**src/rtl/serial_adder.sv**
```systemverilog
// rtl/serial_adder.sv - bit-serial WIDTH-bit adder built from one full_adder cell and a carry flop
// Define SERIAL_ADDER_OVERFLOW_EN to add the registered signed-overflow output overflow_o.

module full_adder (
  input  logic a_i,
  input  logic b_i,
  input  logic carry_i,
  output logic sum_o,
  output logic carry_o
);
  assign sum_o   = a_i ^ b_i ^ carry_i;
  assign carry_o = (a_i & b_i) | (carry_i & (a_i ^ b_i));
endmodule

module serial_adder #(
  parameter int WIDTH = 8
) (
  input  logic             clk_i,
  input  logic             rst_n_i,
  input  logic             start_i,
  input  logic [WIDTH-1:0] a_i,
  input  logic [WIDTH-1:0] b_i,
  input  logic             carry_i,
  output logic             busy_o,
  output logic             done_o,
  output logic [WIDTH-1:0] sum_o,
`ifdef SERIAL_ADDER_OVERFLOW_EN
  output logic             carry_o,
  output logic             overflow_o
`else
  output logic             carry_o
`endif
);
  localparam int CW = $clog2(WIDTH + 1);

  typedef enum logic [1:0] {IDLE, SHIFT, DONE} state_t;

  state_t           state;
  state_t           state_nxt;
  logic [WIDTH-1:0] a_sr;
  logic [WIDTH-1:0] b_sr;
  // Holds the WIDTH-1 sum bits produced so far; the last bit goes straight to sum_o.
  logic [WIDTH-2:0] res_sr;
  logic             carry_q;
  logic [CW-1:0]    cnt;
  logic             fa_sum;
  logic             fa_carry;
  logic             last_bit;

  full_adder u_fa (
    .a_i     (a_sr[0]),
    .b_i     (b_sr[0]),
    .carry_i (carry_q),
    .sum_o   (fa_sum),
    .carry_o (fa_carry)
  );

  assign last_bit = (cnt == CW'(WIDTH - 1));
  assign busy_o   = (state == SHIFT);
  assign done_o   = (state == DONE);

  always_ff @(posedge clk_i) begin
    if (!rst_n_i) state <= IDLE;
    else          state <= state_nxt;
  end

  always_comb begin
    state_nxt = state;
    case (state)
      IDLE:    if (start_i) state_nxt = SHIFT;
      SHIFT:   if (last_bit) state_nxt = DONE;
      DONE:    state_nxt = IDLE;
      default: state_nxt = IDLE;
    endcase
  end

  always_ff @(posedge clk_i) begin
    if (!rst_n_i) begin
      a_sr       <= '0;
      b_sr       <= '0;
      res_sr     <= '0;
      carry_q    <= 1'b0;
      cnt        <= '0;
      sum_o      <= '0;
      carry_o    <= 1'b0;
`ifdef SERIAL_ADDER_OVERFLOW_EN
      overflow_o <= 1'b0;
`endif
    end else begin
      case (state)
        IDLE: begin
          if (start_i) begin
            a_sr    <= a_i;
            b_sr    <= b_i;
            carry_q <= carry_i;
            cnt     <= '0;
          end
        end
        SHIFT: begin
          res_sr  <= (WIDTH-1)'({fa_sum, res_sr} >> 1);
          a_sr    <= a_sr >> 1;
          b_sr    <= b_sr >> 1;
          carry_q <= fa_carry;
          cnt     <= cnt + CW'(1);
          if (last_bit) begin
            sum_o      <= {fa_sum, res_sr};
            carry_o    <= fa_carry;
`ifdef SERIAL_ADDER_OVERFLOW_EN
            // carry_q is the carry into the MSB on the final bit.
            overflow_o <= carry_q ^ fa_carry;
`endif
          end
        end
        default: ;
      endcase
    end
  end
endmodule
```
**config.mk**
```make
export PLATFORM = sky130hd
export DESIGN_NAME = serial_adder
export DESIGN_NICKNAME = d
export VERILOG_FILES = /design/src/rtl/serial_adder.sv
export SDC_FILE = /design/constraint.sdc
export NUM_CORES = 1
export LEC_CHECK = 0
export BUFFER_PORTS_ARGS = -buffer_cell sky130_fd_sc_hd__buf_2
export CORE_MARGIN = 3
export CORE_UTILIZATION = 30
export DETAILED_ROUTE_END_ITERATION = 8
export GPL_TIMING_DRIVEN = 0
export SLEW_MARGIN = 20
export SYNTH_ARGS = -nofsm -noshare
export SYNTH_HDL_FRONTEND = slang
export SYNTH_HIERARCHICAL = 1
export SYNTH_SLANG_ARGS = --single-unit
```
**constraint.sdc**
```tcl
create_clock -name clk_i -period 1.3 [get_ports clk_i]
set_input_delay 0 -clock clk_i [delete_from_list [all_inputs] [get_ports clk_i]]
set_output_delay 0 -clock clk_i [all_outputs]
set_load 0.1 [all_outputs]
```
Word-level counts from Yosys, hierarchy flattened. Cells that the tools add are included.

Reductions and logical operators: 5. Eq/ne operators: 5. Add/sub/neg operators: 1. Muxes and demuxes: 11. Bitwise operators: 5.

Operators by type and width (number): 8-bit case mux with 2 select lines (2); 8-bit 2-to-1 mux (2); 4-bit case mux with 2 select lines (1); 2-bit AND reduction (3); 4-bit by 1-bit adder with 4-bit output (second input constant) (1); 4-bit by 3-bit equality test with 1-bit output (second input constant) (1); 2-bit 2-to-1 mux (2); 4-bit 2-to-1 mux (1); 2-bit case mux with 2 select lines (1); 1-bit bitwise AND (2); 2-bit by 1-bit equality test with 1-bit output (second input constant) (1); 2-bit equality test (second input constant) (1); 2-bit zero test (1); 2-bit by 1-bit != test with 1-bit output (second input constant) (1); 2-bit != test (second input constant) (1); 1-bit case mux with 2 select lines (1); 2-bit nonzero test (1); 1-bit bitwise XOR (2); 1-bit 2-to-1 mux (1); 1-bit bitwise OR (1).

Output and inout bits: 11. Bits in registers: 39.

Logic depth before layout (Yosys ltp). Gate-level depths: netlist of the first run.

Word-level depth: 4. Gate-level depth with buffers: 7. Mapped depth without buffers: 4.

By module. The synthesis of the first run kept the hierarchy.

Modules (own cells, without submodules): serial_adder (cells each 183, area an instance 1646.6 um2, times used 1); full_adder (cells each 1, area an instance 20.0 um2, times used 1).

Least setup slack after synthesis of the first run. Ideal clock, no wire load.

Kind: register -> output. Start: register state[1]. End: output done_o. Cell stages (with the launch flop): 3. Data required time: 1.300 ns. Setup slack: -0.761 ns. Path buffers: 1. Arrival time: 2.061 ns. Cell sequence: dfxtp_1 -> clkbuf_1 -> nor2b_1.

Cells in the longest elaborated chain, start to end: 1.

Ends and longest elaborated chain: start, declared (RTL line 38) `state_t state;`; start signal, assigned (RTL line 64) `else state <= state_nxt;`; 2-bit equality test (RTL line 60) `assign done_o = (state == DONE);`; end, declared (RTL line 25) `output logic done_o,`.

Every way passes these cells.

Worst setup path in the final report of the first run.
Start: register state[0]. End: register a_sr[5].

Cells in the longest elaborated chain, start to end: 3. Elaborated cells between the ends (all ways): 6.

Ends and longest elaborated chain: 2-bit by 1-bit equality test with 1-bit output / 2-bit zero test (equally long branches) (RTL line 90) `case (state)`; 2-bit nonzero test (no source line) / 2-bit != test (equally long branches); 2-bit AND reduction (no source line); end signal, assigned (RTL line 93) `a_sr <= a_i;`; end signal, assigned (RTL line 101) `a_sr <= a_sr >> 1;`; end, declared (RTL line 40) `logic [WIDTH-1:0] a_sr;`.

Parallel ways exist; a longest one is shown, timed or not. A chain may end at the register's enable or synchronous reset.

==> results of run 1 <==
-- cell usage after synthesis --
cell	instances
a31oi_1	1
nand3_1	3
buf_6	2
nand2_1	37
inv_1	2
nor2b_1	12
or3_1	1
and2_1	1
o21ai_0	2
nand2b_1	1
buf_4	1
and3_1	3
ha_1	1
and4b_1	1
a221o_1	3
a31o_2	1
buf_2	6
o21ba_2	1
a32o_1	1
nor3b_1	2
clkbuf_1	6
mux2i_1	9
a211oi_1	1
a22o_1	2
a32oi_1	1
o21bai_1	1
nor2_1	11
dfxtp_1	39
inv_2	1
o211ai_1	1
a21oi_1	18
nor4bb_1	1
o221a_2	10
fa_1	1
-- area by class of cell --
cell class              instances  area, µm²  area share, %
repair buffers                 44        307           14.0
inverters                       3       16.3          0.742
clock buffers                   7       76.3           3.48
flip-flops and latches         39        795           36.2
well taps                      70       87.6           3.99
plain buffers                  13       78.8           3.59
multi-input cells             127        828           37.8
clock inverters                 1       5.00          0.228
-- worst min-delay path by stage --
stage	to	slack (ns)	startpoint
after CTS	a_sr[1]$_SDFFE_PN0P_	0.14	a_i[1]
after global placement	a_sr[7]$_SDFFE_PN0P_	0.21	a_i[7]
after global routing	a_sr[1]$_SDFFE_PN0P_	0.17	a_i[1]
after floorplan	a_sr[5]$_SDFFE_PN0P_	0.12	a_i[5]
after detailed placement	a_sr[7]$_SDFFE_PN0P_	0.22	a_i[7]
final	a_sr[1]$_SDFFE_PN0P_	0.16	a_i[1]
-- where the power goes --
| group | switching, W | leakage, nW | total, W | internal [W] |
|---|---|---|---|---|
| clock network | 0.000400 | 0.0422 | 0.000776 | 0.000376 |
| logic | 0.000215 | 0.515 | 0.000425 | 0.000209 |
| registers | 0.0000504 | 0.321 | 0.00131 | 0.00126 |
| total | 0.000666 | 0.879 | 0.00251 | 0.00185 |
-- worst max-delay path, stage by stage (launching register included) --
cell and delay, ns:
dfxtp_4 0.38, buf_6 0.13, nor4bb_2 0.31, buf_4 0.23, a32oi_1 0.06, o21ai_1 0.09
-- registers in the layout, summed over array words and instances, names as in the netlist --
register  cells
a_sr          8
b_sr          8
carry_o       1
carry_q       1
cnt           4
res_sr        7
state         2
sum_o         8
-- timing repair --
action / in CTS / in global routing
hold buffers: 7 / 0
resized for setup: 17 / 17
pin swaps: 0 / 2
hold endpoints to repair: 7 / 0
buffers inserted: 6 / 1
endpoints found under the setup margin: 15 / 26
-- per-layer routing --
layer / wire length, µm / share of wire [%]
met5: 0 / 0
met1: 1810 / 47
met3: 119 / 3.1
met4: 93 / 2.4
met2: 1800 / 47
-- per-stage QoR --
step           setup WS (ns)  TNS [ns]  utilization (%)  area [µm²]
2_1_floorplan         0.0188         0                -        1670
3_3_place_gp          -0.224    -0.666             36.5        1910
3_5_place_dp          -0.236    -0.710             36.5        1910
4_1_cts             0.000991         0             41.2        2160
5_1_grt              -0.0536    -0.166             41.9        2190
6_report              0.0248         0             41.9        2190
-- cell families (layout without fill, tap and decap cells) --
group / count (synthesis) / in the layout / synth area share, %
adder cells (fa/ha/maj): 2 / 2 / 1.95
AO/OA/AOI/OAI: 43 / 43 / 19.6
flip-flops: 39 / 39 / 46.8
buffers and inverters: 18 / 68 / 5.63
AND/OR/NAND/NOR: 73 / 73 / 20.6
multiplexers: 9 / 9 / 5.41
==> flow_summary.toml, run 1 <==
[global_routing]
grt_pass1_vias = 1474
top_usage_layer = "met2"
grt-ovfl-total = 0
grt.met1_usage_pct = 16.0
met2_usage_pct = 21.8
antenna_found_initial = 0
grt_max_degree = 12
track_usage_pct = 13.2
grtUsageMet3_pct = 3.59
grt_pass1_wl_um = 6620

[drt]
wl_per_cell_um = 12.6
ant_nets = 0
drcViolationCount = 0
vias_per_cell = 4.70
vias = 1430
routed_wirelength_um = 3820
drt_iter0_drc = 55
first_pass_iters = 4

[logic_synthesis]
syn_avg_cell_area_um2 = 9.06
netlist_instances = 184
synth_area_um2 = 1670
synth_warnings = 6
synth_area_leader_cell = "dfxtp_1"
synth-seq-cells = 39
syn_nets = 206
ys_seq_area_share_pct = 46.8
synthTopCellsByArea = "dfxtp_1, nand2_1, o221a_2"
ys_types = 34
synth_top_area_share_pct = 46.8

[die]
core_um2 = 5240
num_rows = 26
io_pins = 31
start_util_pct = 31.8
die_w_um = 80.5
dieArea_um2 = 6490
die_h_um = 80.5

[pwr]
p_leak_nw = 0.879
finalPower_w = 0.00251
p_per_area_nw_per_um2 = 1150
vdd.ir_drop.worst_mv = 0.633

[timing]
setup_viol = 0
fin_skew_ns = 0.00358
min_period_ns = 1.28
fmax_mhz = 784
slew_headroom_pct = 67.6
finalMaxSlewViolations = 0
finalHoldWorstSlack_ns = 0.157
hold_viol = 0
period_share_pct = 98.1
worstMarginPinSlew_ns = 0.486

[worst_hold_path]
hp-class = "in -> reg"
worstHoldPathCells = 4

[worst_setup_path]
r2r-start = "state[0]$_SDFFE_PN0P_"
worst_ep_arrival_time_ns = 1.50
worst-path-max-fanout = 8
cp-startpoint = "state[0]$_SDFFE_PN0P_"
critPathKind = "reg -> reg"
r2r_cells = 5
end_kind = "flip-flop"
critPathLaunchType = "flip-flop"
crit_path_end = "a_sr[5]$_SDFFE_PN0P_"
r2r-end = "a_sr[5]$_SDFFE_PN0P_"
ff2ff_setup_slack_ns = 0.02
cp.required_ns = 1.52

[layout]
final_cell_count_no_fill = 304
final_cell_mix = "nand2_1, dfxtp_1, buf_2"
drive_gt1_share_pct = 32.9
final_common_cell = "nand2_1"
area_growth_pct = 31.6
antenna_cells = 0
fill_cells = 532
num-nets-final = 255

[place]
port_buffers = 30
gp_routability_congestion = 0.757
place_inst = 284
dpl.hpwl_um = 2650

[cts]
htreeDepth = 2
numCtsBuffers = 5
clockBufferDepth = 2
cts_sinks = 39
root_buffer = "clkbuf_8"
cts_tree = "done"
clk_latency_ns = 0.29
clkTransAtPathRegs_ns = 0.07

[status]
status = "finished clean"

[job]
max-cap-violations = 0
No activity file was read; power rests on OpenSTA's default activity.
==> inputs of run 2 (changes only) <==
MAX_ROUTING_LAYER = met4   (was default)
==> run 2 against run 1 <==
First-iteration DRC count is 1.8% lower. Critical path depth stayed put. Maximum frequency up 0.29%. Largest cell class unchanged. Highest routed layer unchanged.
==> flow_summary.toml, run 2 (synthesis results as in run 1) <==
[cts]
cts_tree = "done"
root_buffer = "clkbuf_8"
htreeDepth = 2
cts_sinks = 39
clk_latency_ns = 0.29
clkTransAtPathRegs_ns = 0.07
clockBufferDepth = 2
numCtsBuffers = 5

[worst_setup_path]
worst_ep_arrival_time_ns = 1.49
critical_path.top_delay_family = "flip-flops"
worstPathCellList = "buf_6 > nor4bb_2 > buf_4 > a32oi_1 > o21ai_1"
worst-path-max-fanout = 8
end_kind = "flip-flop"
critPathLaunchType = "flip-flop"
critPathKind = "reg -> reg"
cp.required_ns = 1.52
max_stage_delay_ns = 0.38
critPathBufInv = 2
crit_slowest_cell = "dfxtp_4"

[die]
die_h_um = 80.5
die_w_um = 80.5
dieArea_um2 = 6490
io_pins = 31
start_util_pct = 31.8
core_um2 = 5240
num_rows = 26

[status]
status = "finished clean"

[layout]
antenna_cells = 0
reg_top3 = "a_sr x8, b_sr x8, sum_o x8"
fill_cells = 531
stdcell_area_um2 = 2200
num-nets-final = 255
area_growth_pct = 31.8
final_common_cell = "nand2_1"
multiInputGateArea_um2 = 828
utilization_pct = 41.9
final_cell_mix = "nand2_1, dfxtp_1, buf_2"
seq_area_um2 = 795
drive_gt1_share_pct = 32.9

[drt]
vias_per_cell = 4.70
wl_per_cell_um = 12.6
routed_wirelength_um = 3840
first_pass_iters = 4
drt_iter0_drc = 54
vias = 1429
ant_nets = 0
drcViolationCount = 0

[timing]
fin_skew_ns = 0.00431
period_share_pct = 97.8
slew_headroom_pct = 67.0
fmax_mhz = 786
min_period_ns = 1.27
finalSetupTns_ns = 0
finalHoldWorstSlack_ns = 0.153
worstMarginPinSlew_ns = 0.495
hold_viol = 0
finalMaxSlewViolations = 0
setup_viol = 0

[place]
dpl_cell_area_um2 = 1910
gp_routability_congestion = 0.767
dpl.hpwl_um = 2650
port_buffers = 30

[pwr]
sw_frac_of_total_pct = 26.5
sequentialPowerShare_pct = 52.2
p_sw_w = 0.000665
p_comb_share_pct = 17.0
vdd.ir_drop.worst_mv = 0.629
intPower_w = 0.00185
p_per_area_nw_per_um2 = 1140
p_leak_nw = 0.879
p_clk_share_pct = 30.8

[global_routing]
grt-ovfl-total = 0
grt_pass1_vias = 1473
grt_max_degree = 12
grt_pass1_wl_um = 6620
antenna_found_initial = 0
track_usage_pct = 13.6

[worst_hold_path]
hp-class = "in -> reg"

[job]
max-cap-violations = 0
## run 2: changes by cell type in the layout (fill, tap and decap cells not counted)
cell	change
clkbuf_4	+1
buf_2	-1
## run 2: path summary, 6_finish.rpt
path	endpoint	start	cells past startpoint	slack, ns
max	a_sr[5]$_SDFFE_PN0P_	state[0]$_SDFFE_PN0P_	5	0.03
min	a_sr[1]$_SDFFE_PN0P_	a_i[1]	4	0.15
max reg2reg	a_sr[5]$_SDFFE_PN0P_	state[0]$_SDFFE_PN0P_	5	0.03
min reg2reg	sum_o[4]$_SDFFE_PN0P_	sum_o[4]$_SDFFE_PN0P_	2	0.45
## run 2: power groups by stage
| stage | clock [W] | combinational [W] | sequential, W |
|---|---|---|---|
| 5_1_grt | 0.000853 | 0.000473 | 0.00132 |
| 2_1_floorplan | 0 | 0.000274 | 0.00132 |
| 6_report | 0.000775 | 0.000427 | 0.00131 |
| 3_5_place_dp | 0 | 0.000372 | 0.00133 |
| 4_1_cts | 0.000816 | 0.000437 | 0.00130 |
| 3_3_place_gp | 0 | 0.000370 | 0.00133 |
## run 2: metrics by stage
| step | cells | worst slack (ns) | power [W] |
|---|---|---|---|
| after floorplan | 184 | 0.0188 | 0.00159 |
| after global placement | 284 | -0.224 | 0.00170 |
| after detailed placement | 284 | -0.236 | 0.00170 |
| after CTS | 305 | 0.000991 | 0.00255 |
| after global routing | 304 | -0.00337 | 0.00265 |
| final | 304 | 0.0285 | 0.00251 |
## run 2: final cells by class
type | count | area share, %
Buffer | 13 | 3.70
Sequential cell | 39 | 36.2
Timing Repair Buffer | 44 | 14.0
Multi-Input combinational cell | 127 | 37.7
Clock inverter | 1 | 0.228
Tap cell | 70 | 3.99
Inverter | 3 | 0.741
Clock buffer | 7 | 3.48
## run 2: per-layer routing
metal	routed length (µm)	part of all wire [%]	global-route usage, %	vias to the layer above
li1	-	-	-	747
met1	1820	47	16.1	655
met2	1810	47	21.7	19
met3	121	3.1	3.59	8
met4	93	2.4	6.08	0
met5	0	0	-	-
## run 2: timing repair
item | 4_1_cts | 5_1_grt
setup buffers | 6 | 1
setup endpoints to repair | 15 | 28
pin swaps | 0 | 2
resized for setup | 17 | 18
hold buffers | 7 | 0
gates cloned | 0 | 0
endpoints found under the hold margin | 7 | 0
## run 2: worst reg2reg max path: cells and delay by family (launching register included)
family                 cells  cell delay [ns]
flip-flops                 1             0.38
buffers and inverters      2             0.36
AND/OR/NAND/NOR            1             0.31
AO/OA/AOI/OAI              2             0.16
==> inputs of run 3 (changes only) <==
==> constraint.sdc (replaced) <==
create_clock -name clk_i -period 1.2 [get_ports clk_i]
set_input_delay 0 -clock clk_i [delete_from_list [all_inputs] [get_ports clk_i]]
set_output_delay 0 -clock clk_i [all_outputs]
set_load 0.005 [all_outputs]
==> run 3 against run 2 <==
The run now ends with setup timing left. Global-route usage fell by 0.97 points. Sequential power rose by 8%. Die area did not move. Highest routed layer unchanged.
==> flow_summary.toml, run 3 (synthesis results as in run 1) <==
[pwr]
p_leak_nw = 0.927
p_per_area_nw_per_um2 = 1210
vdd.ir_drop.worst_mv = 0.612

[worst_setup_path]
crit_slowest_cell = "dfxtp_4"
end_kind = "flip-flop"
critical_path.top_delay_family = "flip-flops"
worstPathCellList = "buf_6 > and4b_2 > buf_6 > mux2i_1"
critPathLaunchType = "flip-flop"
worst_ep_arrival_time_ns = 1.44
crit_top_cell = "buf_6"
cp.required_ns = 1.41
worst-path-max-fanout = 7
critPathKind = "reg -> reg"
critPathBufInv = 2
max_stage_delay_ns = 0.38

[cts]
htreeDepth = 2
cts_tree = "done"
cts_sinks = 39
numCtsBuffers = 5
clkTransAtPathRegs_ns = 0.07
root_buffer = "clkbuf_8"
clockBufferDepth = 2
clk_latency_ns = 0.28

[place]
gp_routability_congestion = 0.759
dpl.hpwl_um = 2580
place_inst = 284
port_buffers = 30

[timing]
finalSetupTns_ns = -0.0559
finalMaxSlewViolations = 0
setup_viol = 4
worstMarginPinSlew_ns = 0.495
hold_viol = 0
min_period_ns = 1.22
fin_skew_ns = 0.00402
worst_slack_ns = -0.0250
slew_headroom_pct = 67.0
period_share_pct = 102
rsz0062_at_grt = "true"
fmax_mhz = 816

[drt]
drcViolationCount = 0
routed_wirelength_um = 4010
vias = 1507
ant_nets = 0
vias_per_cell = 4.89
wl_per_cell_um = 13.0
drt_iter0_drc = 68
first_pass_iters = 4

[layout]
drive_gt1_share_pct = 37.4
final_cell_mix = "nand2_1, dfxtp_1, buf_2"
final_common_cell = "nand2_1"
num-nets-final = 260
final_cell_count_no_fill = 308
area_growth_pct = 37.8
antenna_cells = 0
reg_top3 = "a_sr x8, b_sr x8, sum_o x8"

[die]
dieArea_um2 = 6490
start_util_pct = 31.8
core_um2 = 5240
num_rows = 26
die_w_um = 80.5
die_h_um = 80.5
io_pins = 31

[global_routing]
grt_pass1_wl_um = 6290
grt_max_degree = 12
track_usage_pct = 12.6
grt-ovfl-total = 0
antenna_found_initial = 0
grt_pass1_vias = 1355

[status]
status = "complete, but fails checks"
violations = "setup timing"

[worst_hold_path]
hp-class = "in -> reg"

[job]
max-cap-violations = 0
[run 3: metal layers]
metal	share of wire, %	track usage [%]
met1	46	16.2
met2	49	20.4
met3	3.3	2.69
met4	1.2	3.04
met5	0	-
[run 3: worst paths after layout]
kind / endpoint / cells past startpoint / slack, ns / startpoint
worst max-delay path: sum_o[3]$_SDFFE_PN0P_ / 4 / -0.02 / state[1]$_SDFFE_PN0P_
worst min-delay path: a_sr[1]$_SDFFE_PN0P_ / 4 / 0.16 / a_i[1]
worst max register to register: sum_o[3]$_SDFFE_PN0P_ / 4 / -0.02 / state[1]$_SDFFE_PN0P_
worst min register to register: sum_o[2]$_SDFFE_PN0P_ / 2 / 0.46 / sum_o[2]$_SDFFE_PN0P_
[run 3: cell type report]
cell class,instances,area (µm²)
Buffer,13,100
Clock buffer,6,82.6
Clock inverter,1,5.00
Fill cell,519,2940
Inverter,3,16.3
Multi-Input combinational cell,127,866
Sequential cell,39,798
Tap cell,70,87.6
Timing Repair Buffer,49,342
[run 3: per-stage QoR]
step / power (W) / hold WS, ns / area [µm²] / utilization (%) / setup slack [ns]
6_report: 0.00278 / 0.157 / 2300 / 43.9 / -0.0250
2_1_floorplan: 0.00170 / 0.119 / 1670 / - / 0.00638
3_3_place_gp: 0.00181 / 0.210 / 1910 / 36.4 / -0.148
5_1_grt: 0.00291 / 0.154 / 2300 / 43.9 / -0.0746
3_5_place_dp: 0.00181 / 0.214 / 1910 / 36.4 / -0.177
4_1_cts: 0.00278 / 0.149 / 2200 / 42.1 / -0.0186
[run 3: repair_timing]
action	CTS	global route
resized for setup	25	22
buffers inserted	7	3
hold buffers	7	0
pin swaps	1	3
gates cloned	0	2
setup endpoints to repair	41	39
endpoints found under the hold margin	7	0
[run 3: tightest hold or removal path: cells and delay by family]
kind,cells,cell delay (ns)
buffers and inverters,1,0.08
AND/OR/NAND/NOR,1,0.04
AO/OA/AOI/OAI,2,0.29
[run 3: power by group]
group	total, W	switching (W)	internal [W]
combinational	0.000477	0.000213	0.000264
sequential	0.00142	0.0000587	0.00137
clock	0.000883	0.000432	0.000451
total	0.00278	0.000704	0.00208
